===== src/rtl/alu_exec_ctrl_if.sv =====
// Handshake and bus bundle between the ALU command sequencer, the packet parser,
// the shared mul/div units and the transmit framer.
interface alu_exec_ctrl_if #(
  parameter int unsigned WIDTH = 32,
  parameter int unsigned CNT_W = 8
);
  logic             cmd_valid_i;
  logic             cmd_ready_o;
  logic [1:0]       cmd_op_i;
  logic [CNT_W-1:0] cmd_count_i;
  logic             opnd_valid_i;
  logic             opnd_ready_o;
  logic [WIDTH-1:0] opnd_data_i;
  logic             mul_start_o;
  logic [WIDTH-1:0] mul_a_o;
  logic [WIDTH-1:0] mul_b_o;
  logic             mul_done_i;
  logic [WIDTH-1:0] mul_result_i;
  logic             div_start_o;
  logic [WIDTH-1:0] div_a_o;
  logic [WIDTH-1:0] div_b_o;
  logic             div_done_i;
  logic [WIDTH-1:0] div_quot_i;
  logic             res_valid_o;
  logic             res_ready_i;
  logic [WIDTH-1:0] res_data_o;
  logic             res_err_o;
  logic             busy_o;

  modport slave (
    input  cmd_valid_i, cmd_op_i, cmd_count_i, opnd_valid_i, opnd_data_i,
    input  mul_done_i, mul_result_i, div_done_i, div_quot_i, res_ready_i,
    output cmd_ready_o, opnd_ready_o, mul_start_o, mul_a_o, mul_b_o,
    output div_start_o, div_a_o, div_b_o, res_valid_o, res_data_o, res_err_o, busy_o
  );

  modport master (
    output cmd_valid_i, cmd_op_i, cmd_count_i, opnd_valid_i, opnd_data_i,
    output mul_done_i, mul_result_i, div_done_i, div_quot_i, res_ready_i,
    input  cmd_ready_o, opnd_ready_o, mul_start_o, mul_a_o, mul_b_o,
    input  div_start_o, div_a_o, div_b_o, res_valid_o, res_data_o, res_err_o, busy_o
  );
endinterface


===== src/rtl/alu_exec_ctrl.sv =====
// Command sequencer: folds an operand stream into a 32-bit accumulator, adding in-block
// and issuing mul/div to shared multi-cycle units, then presents the result.
module alu_exec_ctrl #(
  parameter int unsigned WIDTH = 32,
  parameter int unsigned CNT_W = 8
) (
  input  logic            clk_i,
  input  logic            rst_ni,
  alu_exec_ctrl_if.slave  bus
);

  typedef enum logic [2:0] {
    StIdle, StFirst, StNext, StIssue, StWait, StResult
  } state_e;

  localparam logic [1:0] OpAdd = 2'b01;
  localparam logic [1:0] OpMul = 2'b10;
  localparam logic [1:0] OpDiv = 2'b11;

  state_e           r_state, w_state_d;
  logic [1:0]       r_op, w_op_d;
  logic [CNT_W-1:0] r_rem, w_rem_d;
  logic [WIDTH-1:0] r_acc, w_acc_d;
  logic [WIDTH-1:0] r_b, w_b_d;
  logic             r_err, w_err_d;
  logic             r_live;

  logic w_cmd_ready, w_opnd_ready, w_cmd_hs, w_opnd_hs, w_last, w_done;

  // r_live keeps cmd_ready_o low while reset is held, even though the state is IDLE.
  assign w_cmd_ready  = r_live && (r_state == StIdle);
  assign w_opnd_ready = (r_state == StFirst) || (r_state == StNext);
  assign w_cmd_hs     = bus.cmd_valid_i && w_cmd_ready;
  assign w_opnd_hs    = bus.opnd_valid_i && w_opnd_ready;
  assign w_last       = (r_rem == CNT_W'(1));
  assign w_done       = ((r_op == OpMul) && bus.mul_done_i) || ((r_op == OpDiv) && bus.div_done_i);

  always_comb begin
    w_state_d = r_state;
    w_op_d    = r_op;
    w_rem_d   = r_rem;
    w_acc_d   = r_acc;
    w_b_d     = r_b;
    w_err_d   = r_err;
    unique case (r_state)
      StIdle: begin
        if (w_cmd_hs) begin
          w_op_d  = bus.cmd_op_i;
          w_rem_d = bus.cmd_count_i;
          w_acc_d = '0;
          w_err_d = (bus.cmd_op_i == 2'b00);
          if (bus.cmd_count_i == '0) begin
            w_state_d = StResult;
          end else if (bus.cmd_op_i == 2'b00) begin
            w_state_d = StNext;
          end else begin
            w_state_d = StFirst;
          end
        end
      end
      StFirst: begin
        if (w_opnd_hs) begin
          w_acc_d   = bus.opnd_data_i;
          w_rem_d   = r_rem - CNT_W'(1);
          w_state_d = w_last ? StResult : StNext;
        end
      end
      StNext: begin
        if (w_opnd_hs) begin
          w_rem_d   = r_rem - CNT_W'(1);
          w_state_d = w_last ? StResult : StNext;
          case (r_op)
            OpAdd: w_acc_d = r_acc + bus.opnd_data_i;
            OpMul: begin
              w_b_d     = bus.opnd_data_i;
              w_state_d = StIssue;
            end
            OpDiv: begin
              if (bus.opnd_data_i == '0) begin
                w_acc_d = '1;
                w_err_d = 1'b1;
              end else begin
                w_b_d     = bus.opnd_data_i;
                w_state_d = StIssue;
              end
            end
            default: ;  // illegal opcode: operand is drained, accumulator untouched
          endcase
        end
      end
      StIssue: w_state_d = StWait;
      StWait: begin
        if (w_done) begin
          w_acc_d   = (r_op == OpMul) ? bus.mul_result_i : bus.div_quot_i;
          w_state_d = (r_rem == '0) ? StResult : StNext;
        end
      end
      StResult: begin
        if (bus.res_ready_i) w_state_d = StIdle;
      end
      default: w_state_d = StIdle;
    endcase
  end

  always_ff @(posedge clk_i or negedge rst_ni) begin
    if (!rst_ni) begin
      r_state <= StIdle;
      r_op    <= 2'b00;
      r_rem   <= '0;
      r_acc   <= '0;
      r_b     <= '0;
      r_err   <= 1'b0;
      r_live  <= 1'b0;
    end else begin
      r_state <= w_state_d;
      r_op    <= w_op_d;
      r_rem   <= w_rem_d;
      r_acc   <= w_acc_d;
      r_b     <= w_b_d;
      r_err   <= w_err_d;
      r_live  <= 1'b1;
    end
  end

  assign bus.cmd_ready_o  = w_cmd_ready;
  assign bus.opnd_ready_o = w_opnd_ready;
  assign bus.mul_start_o  = (r_state == StIssue) && (r_op == OpMul);
  assign bus.div_start_o  = (r_state == StIssue) && (r_op == OpDiv);
  assign bus.mul_a_o      = r_acc;
  assign bus.mul_b_o      = r_b;
  assign bus.div_a_o      = r_acc;
  assign bus.div_b_o      = r_b;
  assign bus.res_valid_o  = (r_state == StResult);
  assign bus.res_data_o   = r_acc;
  assign bus.res_err_o    = r_err;
  assign bus.busy_o       = (r_state != StIdle);

endmodule


===== src/flat_wrapper.sv =====
// flat-port wrapper written by rule: the top's interface ports become plain ports
module alu_exec_ctrl_flat 
#(
  parameter int unsigned WIDTH = 32,
  parameter int unsigned CNT_W = 8
)
  (clk_i, rst_ni, bus_cmd_valid_i, bus_cmd_op_i, bus_cmd_count_i, bus_opnd_valid_i, bus_opnd_data_i, bus_mul_done_i, bus_mul_result_i, bus_div_done_i, bus_div_quot_i, bus_res_ready_i, bus_cmd_ready_o, bus_opnd_ready_o, bus_mul_start_o, bus_mul_a_o, bus_mul_b_o, bus_div_start_o, bus_div_a_o, bus_div_b_o, bus_res_valid_o, bus_res_data_o, bus_res_err_o, bus_busy_o);
  alu_exec_ctrl_if #(.WIDTH(WIDTH), .CNT_W(CNT_W)) bus_i ();
  input  logic clk_i;
  input  logic rst_ni;
  input wire logic [$bits(bus_i.cmd_valid_i)-1:0] bus_cmd_valid_i;
  input wire logic [$bits(bus_i.cmd_op_i)-1:0] bus_cmd_op_i;
  input wire logic [$bits(bus_i.cmd_count_i)-1:0] bus_cmd_count_i;
  input wire logic [$bits(bus_i.opnd_valid_i)-1:0] bus_opnd_valid_i;
  input wire logic [$bits(bus_i.opnd_data_i)-1:0] bus_opnd_data_i;
  input wire logic [$bits(bus_i.mul_done_i)-1:0] bus_mul_done_i;
  input wire logic [$bits(bus_i.mul_result_i)-1:0] bus_mul_result_i;
  input wire logic [$bits(bus_i.div_done_i)-1:0] bus_div_done_i;
  input wire logic [$bits(bus_i.div_quot_i)-1:0] bus_div_quot_i;
  input wire logic [$bits(bus_i.res_ready_i)-1:0] bus_res_ready_i;
  output wire logic [$bits(bus_i.cmd_ready_o)-1:0] bus_cmd_ready_o;
  output wire logic [$bits(bus_i.opnd_ready_o)-1:0] bus_opnd_ready_o;
  output wire logic [$bits(bus_i.mul_start_o)-1:0] bus_mul_start_o;
  output wire logic [$bits(bus_i.mul_a_o)-1:0] bus_mul_a_o;
  output wire logic [$bits(bus_i.mul_b_o)-1:0] bus_mul_b_o;
  output wire logic [$bits(bus_i.div_start_o)-1:0] bus_div_start_o;
  output wire logic [$bits(bus_i.div_a_o)-1:0] bus_div_a_o;
  output wire logic [$bits(bus_i.div_b_o)-1:0] bus_div_b_o;
  output wire logic [$bits(bus_i.res_valid_o)-1:0] bus_res_valid_o;
  output wire logic [$bits(bus_i.res_data_o)-1:0] bus_res_data_o;
  output wire logic [$bits(bus_i.res_err_o)-1:0] bus_res_err_o;
  output wire logic [$bits(bus_i.busy_o)-1:0] bus_busy_o;
  assign bus_i.cmd_valid_i = bus_cmd_valid_i;
  assign bus_i.cmd_op_i = bus_cmd_op_i;
  assign bus_i.cmd_count_i = bus_cmd_count_i;
  assign bus_i.opnd_valid_i = bus_opnd_valid_i;
  assign bus_i.opnd_data_i = bus_opnd_data_i;
  assign bus_i.mul_done_i = bus_mul_done_i;
  assign bus_i.mul_result_i = bus_mul_result_i;
  assign bus_i.div_done_i = bus_div_done_i;
  assign bus_i.div_quot_i = bus_div_quot_i;
  assign bus_i.res_ready_i = bus_res_ready_i;
  assign bus_cmd_ready_o = bus_i.cmd_ready_o;
  assign bus_opnd_ready_o = bus_i.opnd_ready_o;
  assign bus_mul_start_o = bus_i.mul_start_o;
  assign bus_mul_a_o = bus_i.mul_a_o;
  assign bus_mul_b_o = bus_i.mul_b_o;
  assign bus_div_start_o = bus_i.div_start_o;
  assign bus_div_a_o = bus_i.div_a_o;
  assign bus_div_b_o = bus_i.div_b_o;
  assign bus_res_valid_o = bus_i.res_valid_o;
  assign bus_res_data_o = bus_i.res_data_o;
  assign bus_res_err_o = bus_i.res_err_o;
  assign bus_busy_o = bus_i.busy_o;
  alu_exec_ctrl #(.WIDTH(WIDTH), .CNT_W(CNT_W)) u_core (.clk_i(clk_i), .rst_ni(rst_ni), .bus(bus_i));
endmodule

===== config.mk =====
export PLATFORM = sky130hd
export DESIGN_NAME = alu_exec_ctrl_flat
export DESIGN_NICKNAME = d
export VERILOG_FILES = /design/src/rtl/alu_exec_ctrl_if.sv /design/src/rtl/alu_exec_ctrl.sv /design/src/flat_wrapper.sv
export SDC_FILE = /design/constraint.sdc
export NUM_CORES = 1
export LEC_CHECK = 0
export BUFFER_PORTS_ARGS = -buffer_cell sky130_fd_sc_hd__buf_2
export CORE_MARGIN = 10
export CORE_UTILIZATION = 54
export CTS_CLUSTER_DIAMETER = 50
export CTS_CLUSTER_SIZE = 28
export DETAILED_ROUTE_END_ITERATION = 16
export GPL_TIMING_DRIVEN = 0
export PLACE_DENSITY_LB_ADDON = 0.08
export SLEW_MARGIN = 20
export SYNTH_ARGS = -nofsm -noshare
export SYNTH_HDL_FRONTEND = slang
export SYNTH_SLANG_ARGS = --single-unit

===== constraint.sdc =====
create_clock -name clk_i -period 6.1 [get_ports clk_i]
set_input_delay 0.915 -clock clk_i [delete_from_list [all_inputs] [get_ports clk_i]]
set_output_delay 0.915 -clock clk_i [all_outputs]
set_load 0.005 [all_outputs]

==> flow_summary.ini, run 1 <==
[logic_synthesis]
synth_top_area_frac = 0.290
yosysSeqAreaShare = 0.290
yosys-top-cells-area = dfrtp_1, buf_4, a21oi_1, ha_1, nand2_1
syn-cell-area_sq_um = 6820
async_reset_ff_frac = 1.00
synth_edf_count = 0
syn_area_per_cell_sq_um = 8.15
synth_top_area_cell = dfrtp_1
synth_seq_cells = 79
yosysWarnings = 0
netlist_instances = 837
synth_fp_nets = 985
ys.flop_type = dfrtp_1
synthDistinctLibCells = 68

[route]
vias = 7350
vias_per_cell = 5.65
drc = 0
wl_per_cell_microns = 19.2
drtIter0Drc = 530
wirelength_microns = 24900
first_pass_iters = 5
ant_nets = 0

[power]
p_int_mw = 2.59
combPwrFrac = 0.671
ir_worst_vdd_mv = 0.283
fin_total_pwr_mw = 4.83
power_switching_mw = 2.24
switching_share = 0.464
power-per-cell-area_nw_per_um2 = 551
seqPwrFrac = 0.213
clkPwrFrac = 0.116
leakagePower_nw = 4.58

[clock_tree]
clock-sinks = 79
cts_tree = done
cts_buffers = 9
h-tree-depth = 3
post_cts_buffers = 0
insertion_delay_ns = 0.35
hold_buffers = 0
path_clk_slew_ns = 0.07
cts-resized-gates = 0
ctsRootBufferMaster = clkbuf_16
cts_max_path_buffers = 2

[floorplanning]
start_util = 0.558
pin_count = 280
core_region_area_sq_um = 12200
dieArea_sq_um = 17500
dieHeight_microns = 132
die_width_microns = 132
rows = 40

[timing]
fmax_mhz = 281
tns_ns = 0
relSlewSlack = 0.419
hold_violations = 0
fin_skew_ns = 0.0103
slew_viol_final = 0
finalCritPeriodShare = 0.583
finalSetupViolCount = 0
rsz0062_at_grt = false
worst_pin_slew_ns = 0.864
finalCriticalPeriod_ns = 3.56

[final_layout]
area_growth_pct = 28.4
fin_cells = 1301
final_util = 0.717
finish.net_count = 1276
drive_gt1_frac = 0.402
stdcell_area_sq_um = 8760

[grt]
grt_pass1_wl_microns = 39200
grt_max_degree = 49
antenna_found_initial = 1
overflow = 0
grt_usage = 0.271
grt_pass1_vias = 7286

[run]
maxCapViolCount = 0

[placement]
place_hpwl_microns = 19800
placed_cells = 1285
placed_cell_area_sq_um = 8460
io_buffer_count = 279
gp_congestion = 0.967

[critical_path]
arrival_ns = 2.64
path_class = flop to primary output
r2r_setup_slack_ns = 2.77
crit_required_ns = 5.18
cp_max_fo = 10
end_kind = primary output
crit_path_start_kind = flop

[hold_path]
hold_class = input pin to async pin

[run_status]
outcome = finished, final reports clean
==> final timing paths <==
check	startpoint	to	cells past startpoint
min	rst_ni	u_core.bus.div_b_o[21]$_DFFE_PN0P_	1
max in group asynchronous	rst_ni	u_core.bus.div_b_o[2]$_DFFE_PN0P_	2
min in group clk_i	u_core.bus.res_err_o$_DFFE_PN0P_	u_core.bus.res_err_o$_DFFE_PN0P_	2
min reg2reg	u_core.bus.res_err_o$_DFFE_PN0P_	u_core.bus.res_err_o$_DFFE_PN0P_	2
max reg2reg	u_core.bus.div_a_o[0]$_DFFE_PN0P_	u_core.bus.div_a_o[18]$_DFFE_PN0P_	10
max	u_core.r_op[0]$_DFFE_PN0P_	bus_mul_start_o	7
==> synthesized netlist by cell type, types with 4 or more instances <==
library cell,number
nand2_1,111
buf_4,96
a21oi_1,91
dfrtp_1,79
o21ai_0,63
nor2_1,57
mux2_2,36
ha_1,34
clkbuf_1,26
xor2_1,17
a21o_1,16
nor3_1,15
a211oi_1,13
inv_1,12
nor4_1,12
buf_2,10
mux2i_1,10
nand4_1,10
xnor2_1,10
a31oi_1,9
nand3_1,9
o211ai_1,7
and3_1,6
and2_1,5
o21a_1,5
o21ai_1,5
o21bai_1,5
o221ai_1,4
or2_2,4
==> placed cells by master (no fill, tap or decap), drive strengths merged, types with 4 or more instances in the layout <==
cell type,count
and3,6
inv,13
mux2i,10
and2,5
a211oi,15
nor2,57
o21a,5
nor3,15
clkbuf,38
o21ai,69
o31ai,4
nand3,9
a21oi,92
o21bai,5
a31oi,11
mux2,36
nand2,111
or2,4
a21o,17
buf,388
ha,34
nor4,12
nand4,10
o211ai,7
o221ai,4
xnor2,10
dfrtp,79
xor2,17
==> flip-flops by register name, summed over array words and instances, names as in the netlist <==
name                  cells
u_core.bus.div_a_o       32
u_core.bus.div_b_o       32
u_core.r_rem              8
u_core.r_state            3
u_core.r_op               2
u_core.bus.res_err_o      1
u_core.r_live             1
==> routing by layer <==
layer | vias up | global-route usage | wire [microns]
met5 | - | 0 | 0
met4 | 0 | 0.0850 | 470
met3 | 36 | 0.0758 | 2400
met2 | 368 | 0.445 | 11700
met1 | 3452 | 0.336 | 10400
li1 | 3494 | - | -
==> per-stage QoR <==
stage,hold slack [ns],setup WS (ns)
detailed placement,0.487,2.34
global placement,0.482,2.42
global route,0.535,2.47
floorplan,0.471,2.84
CTS,0.514,2.59
finish,0.505,2.54
==> layout make-up <==
| cell class | instances | area (sq um) |
|---|---|---|
| Multi-Input combinational cell | 611 | 3920 |
| Fill cell | 1076 | 3450 |
| Clock inverter | 3 | 42.5 |
| Sequential cell | 79 | 1980 |
| Tap cell | 168 | 210 |
| Timing Repair Buffer | 280 | 1430 |
| Antenna cell | 1 | 2.50 |
| Buffer | 134 | 876 |
| Clock buffer | 12 | 256 |
| Inverter | 13 | 48.8 |
==> critical path: stages (launching register included) <==
cell      delay (ns)
dfrtp_1         0.32
buf_2           0.18
nand2b_1        0.12
clkbuf_1        0.43
buf_1           0.61
buf_2           0.41
nor2_1          0.08
buf_2           0.13
==> logic make-up after synthesis <==
| group | count (synthesis) | share of synthesized area |
|---|---|---|
| AOI/OAI and AO/OA | 255 | 0.236 |
| buffers and inverters | 147 | 0.136 |
| and+or+nand+nor | 247 | 0.164 |
| adders and majority gates | 35 | 0.0653 |
| xor gates and xnor gates | 27 | 0.0347 |
| other | 1 | 0.000550 |
| muxes | 46 | 0.0741 |
| DFF | 79 | 0.290 |
==> power by group through the flow <==
stage / registers, mW / clock network (mW) / logic, mW
floorplan: 0.995 / 0 / 2.10
global placement: 1.02 / 0 / 3.15
detailed placement: 1.03 / 0 / 3.21
CTS: 1.02 / 0.561 / 3.22
global route: 1.07 / 0.580 / 3.57
finish: 1.03 / 0.561 / 3.24
No activity file was read; power rests on OpenSTA's default activity.
==> run 2, diff against run 1 <==
--- a/config.mk
+++ b/config.mk
@@ -7,7 +7,7 @@
 export LEC_CHECK = 0
 export BUFFER_PORTS_ARGS = -buffer_cell sky130_fd_sc_hd__buf_2
 export CORE_MARGIN = 10
-export CORE_UTILIZATION = 54
+export CORE_UTILIZATION = 50
 export CTS_CLUSTER_DIAMETER = 50
 export CTS_CLUSTER_SIZE = 28
 export DETAILED_ROUTE_END_ITERATION = 16
==> constraint.sdc (replaced) <==
create_clock -name clk_i -period 3.7 [get_ports clk_i]
set_input_delay 0.555 -clock clk_i [delete_from_list [all_inputs] [get_ports clk_i]]
set_output_delay 0.555 -clock clk_i [all_outputs]
set_load 0.005 [all_outputs]
==> flow_summary.ini, run 2 (same netlist as run 1, synthesis figures left out) <==
[route]
wl_met2_microns = 11800
ant_nets = 0
wl_per_cell_microns = 19.4
met3_length_microns = 2550
met1_length_microns = 10800
wirelength_microns = 25400
vias = 7284
drtIter0Drc = 557
vias_per_cell = 5.56
top_signal_layer_used = met4
drc = 0
first_pass_iters = 5

[floorplanning]
rows = 42
dieHeight_microns = 137
core_region_area_sq_um = 13300
dieArea_sq_um = 18700
die_width_microns = 137
pin_count = 280
start_util = 0.513

[clock_tree]
post_cts_buffers = 0
h-tree-depth = 3
hold_buffers = 0
cts_tree = done
clock-sinks = 79
cts-resized-gates = 0
cts_max_path_buffers = 2
cts_buffers = 9
ctsRootBufferMaster = clkbuf_16
insertion_delay_ns = 0.35
path_clk_slew_ns = 0.06

[final_layout]
seq_area_sq_um = 1980
multi_input_area_sq_um = 3920
diodes = 0
finish.net_count = 1276
drive_gt1_frac = 0.402
num-fill-cells = 1245
area_growth_pct = 28.7
stdcell_area_sq_um = 8780
final_cell_mix = buf_2, nand2_1, buf_4
final_common_cell = buf_2

[critical_path]
crit_family = compound AO/OA/AOI/OAI gates
arrival_ns = 3.42
end_kind = flop
cp_max_fo = 5
slowest_stage = dfrtp_1
crit_path_start_kind = flop
cpPeakStageDelay_ns = 0.44
crit_cells = 10
path_class = flop to flop
rr_worst_depth = 10
crit_required_ns = 3.97
cp.buffers_inverters = 0
crit_path_cell_trace = ha_1, fa_1, a21o_1, a221oi_2, o21ai_4, a21oi_1, o21ai_0, a21oi_1, mux2_2, o21ai_0

[power]
power-per-cell-area_nw_per_um2 = 911
power_switching_mw = 3.70
clkPwrFrac = 0.120
switching_share = 0.463
seqPwrFrac = 0.212
combPwrFrac = 0.668
leakagePower_nw = 4.58
ir_worst_vdd_mv = 0.426
p_int_mw = 4.29

[placement]
io_buffer_count = 279
placed_cell_area_sq_um = 8470
gp_congestion = 0.956
place_hpwl_microns = 20100

[timing]
slew_viol_final = 0
tns_ns = 0
finalCriticalPeriod_ns = 3.16
finalCritPeriodShare = 0.853
fin_skew_ns = 0.00778
rsz0062_at_grt = false
finalSetupViolCount = 0
fmax_mhz = 317
relSlewSlack = 0.403
worst_pin_slew_ns = 0.890
hold_violations = 0

[hold_path]
hold_class = input pin to async pin

[grt]
antenna_found_initial = 0
grt_pass1_wl_microns = 39100
grt_max_degree = 53
grt_pass1_vias = 7155
overflow = 0
grt_usage = 0.263

[run_status]
outcome = finished, final reports clean

[run]
maxCapViolCount = 0
-- run 2: changes by cell type in the layout (fill, tap and decap cells not counted), sizes merged --
cell and change:
clkinv -1, clkbuf +2, diode -1
-- run 2: area by class of cell --
| class | count | area share |
|---|---|---|
| timing repair buffer | 280 | 0.163 |
| clock inverter | 2 | 0.00428 |
| tap | 176 | 0.0251 |
| clock buffer | 14 | 0.0312 |
| inverter | 13 | 0.00556 |
| multi-input combinational | 611 | 0.446 |
| buffer | 134 | 0.0998 |
| sequential | 79 | 0.225 |
-- run 2: power by group through the flow --
stage,logic [mW],clock network [mW],registers (mW)
5_1_grt,5.86,1.00,1.76
6_report,5.34,0.960,1.70
3_5_place_dp,5.29,0,1.71
4_1_cts,5.32,0.965,1.70
3_3_place_gp,5.23,0,1.70
2_1_floorplan,3.46,0,1.64
-- run 2: worst paths after layout --
path / start / to / slack (ns)
max in group asynchronous: rst_ni / u_core.r_op[1]$_DFFE_PN0P_ / 2.95
min in group clk_i: bus_cmd_count_i[0] / u_core.r_rem[0]$_DFFE_PN0P_ / 0.45
hold reg to reg: u_core.bus.res_err_o$_DFFE_PN0P_ / u_core.bus.res_err_o$_DFFE_PN0P_ / 0.49
setup reg to reg: u_core.bus.div_a_o[0]$_DFFE_PN0P_ / u_core.bus.div_a_o[18]$_DFFE_PN0P_ / 0.54
hold / removal: rst_ni / u_core.bus.div_b_o[15]$_DFFE_PN0P_ / 0.13
setup / recovery: u_core.bus.div_a_o[0]$_DFFE_PN0P_ / u_core.bus.div_a_o[18]$_DFFE_PN0P_ / 0.54
-- run 2: stage by stage --
| stage | setup WS (ns) | utilization | total power, mW | hold slack [ns] | instances |
|---|---|---|---|---|---|
| 2_1_floorplan | 0.802 | - | 5.10 | 0.259 | 837 |
| 3_3_place_gp | 0.414 | 0.634 | 6.93 | 0.474 | 1292 |
| 3_5_place_dp | 0.400 | 0.637 | 6.99 | 0.475 | 1293 |
| 4_1_cts | 0.564 | 0.660 | 7.98 | 0.144 | 1309 |
| 5_1_grt | 0.391 | 0.660 | 8.63 | 0.156 | 1309 |
| 6_report | 0.542 | 0.660 | 7.99 | 0.130 | 1309 |
-- run 2: per-layer routing --
layer / GRT usage / up-vias
li1: - / 3497
met1: 0.336 / 3417
met4: 0.0544 / 0
met2: 0.434 / 346
met5: 0 / -
met3: 0.0733 / 24
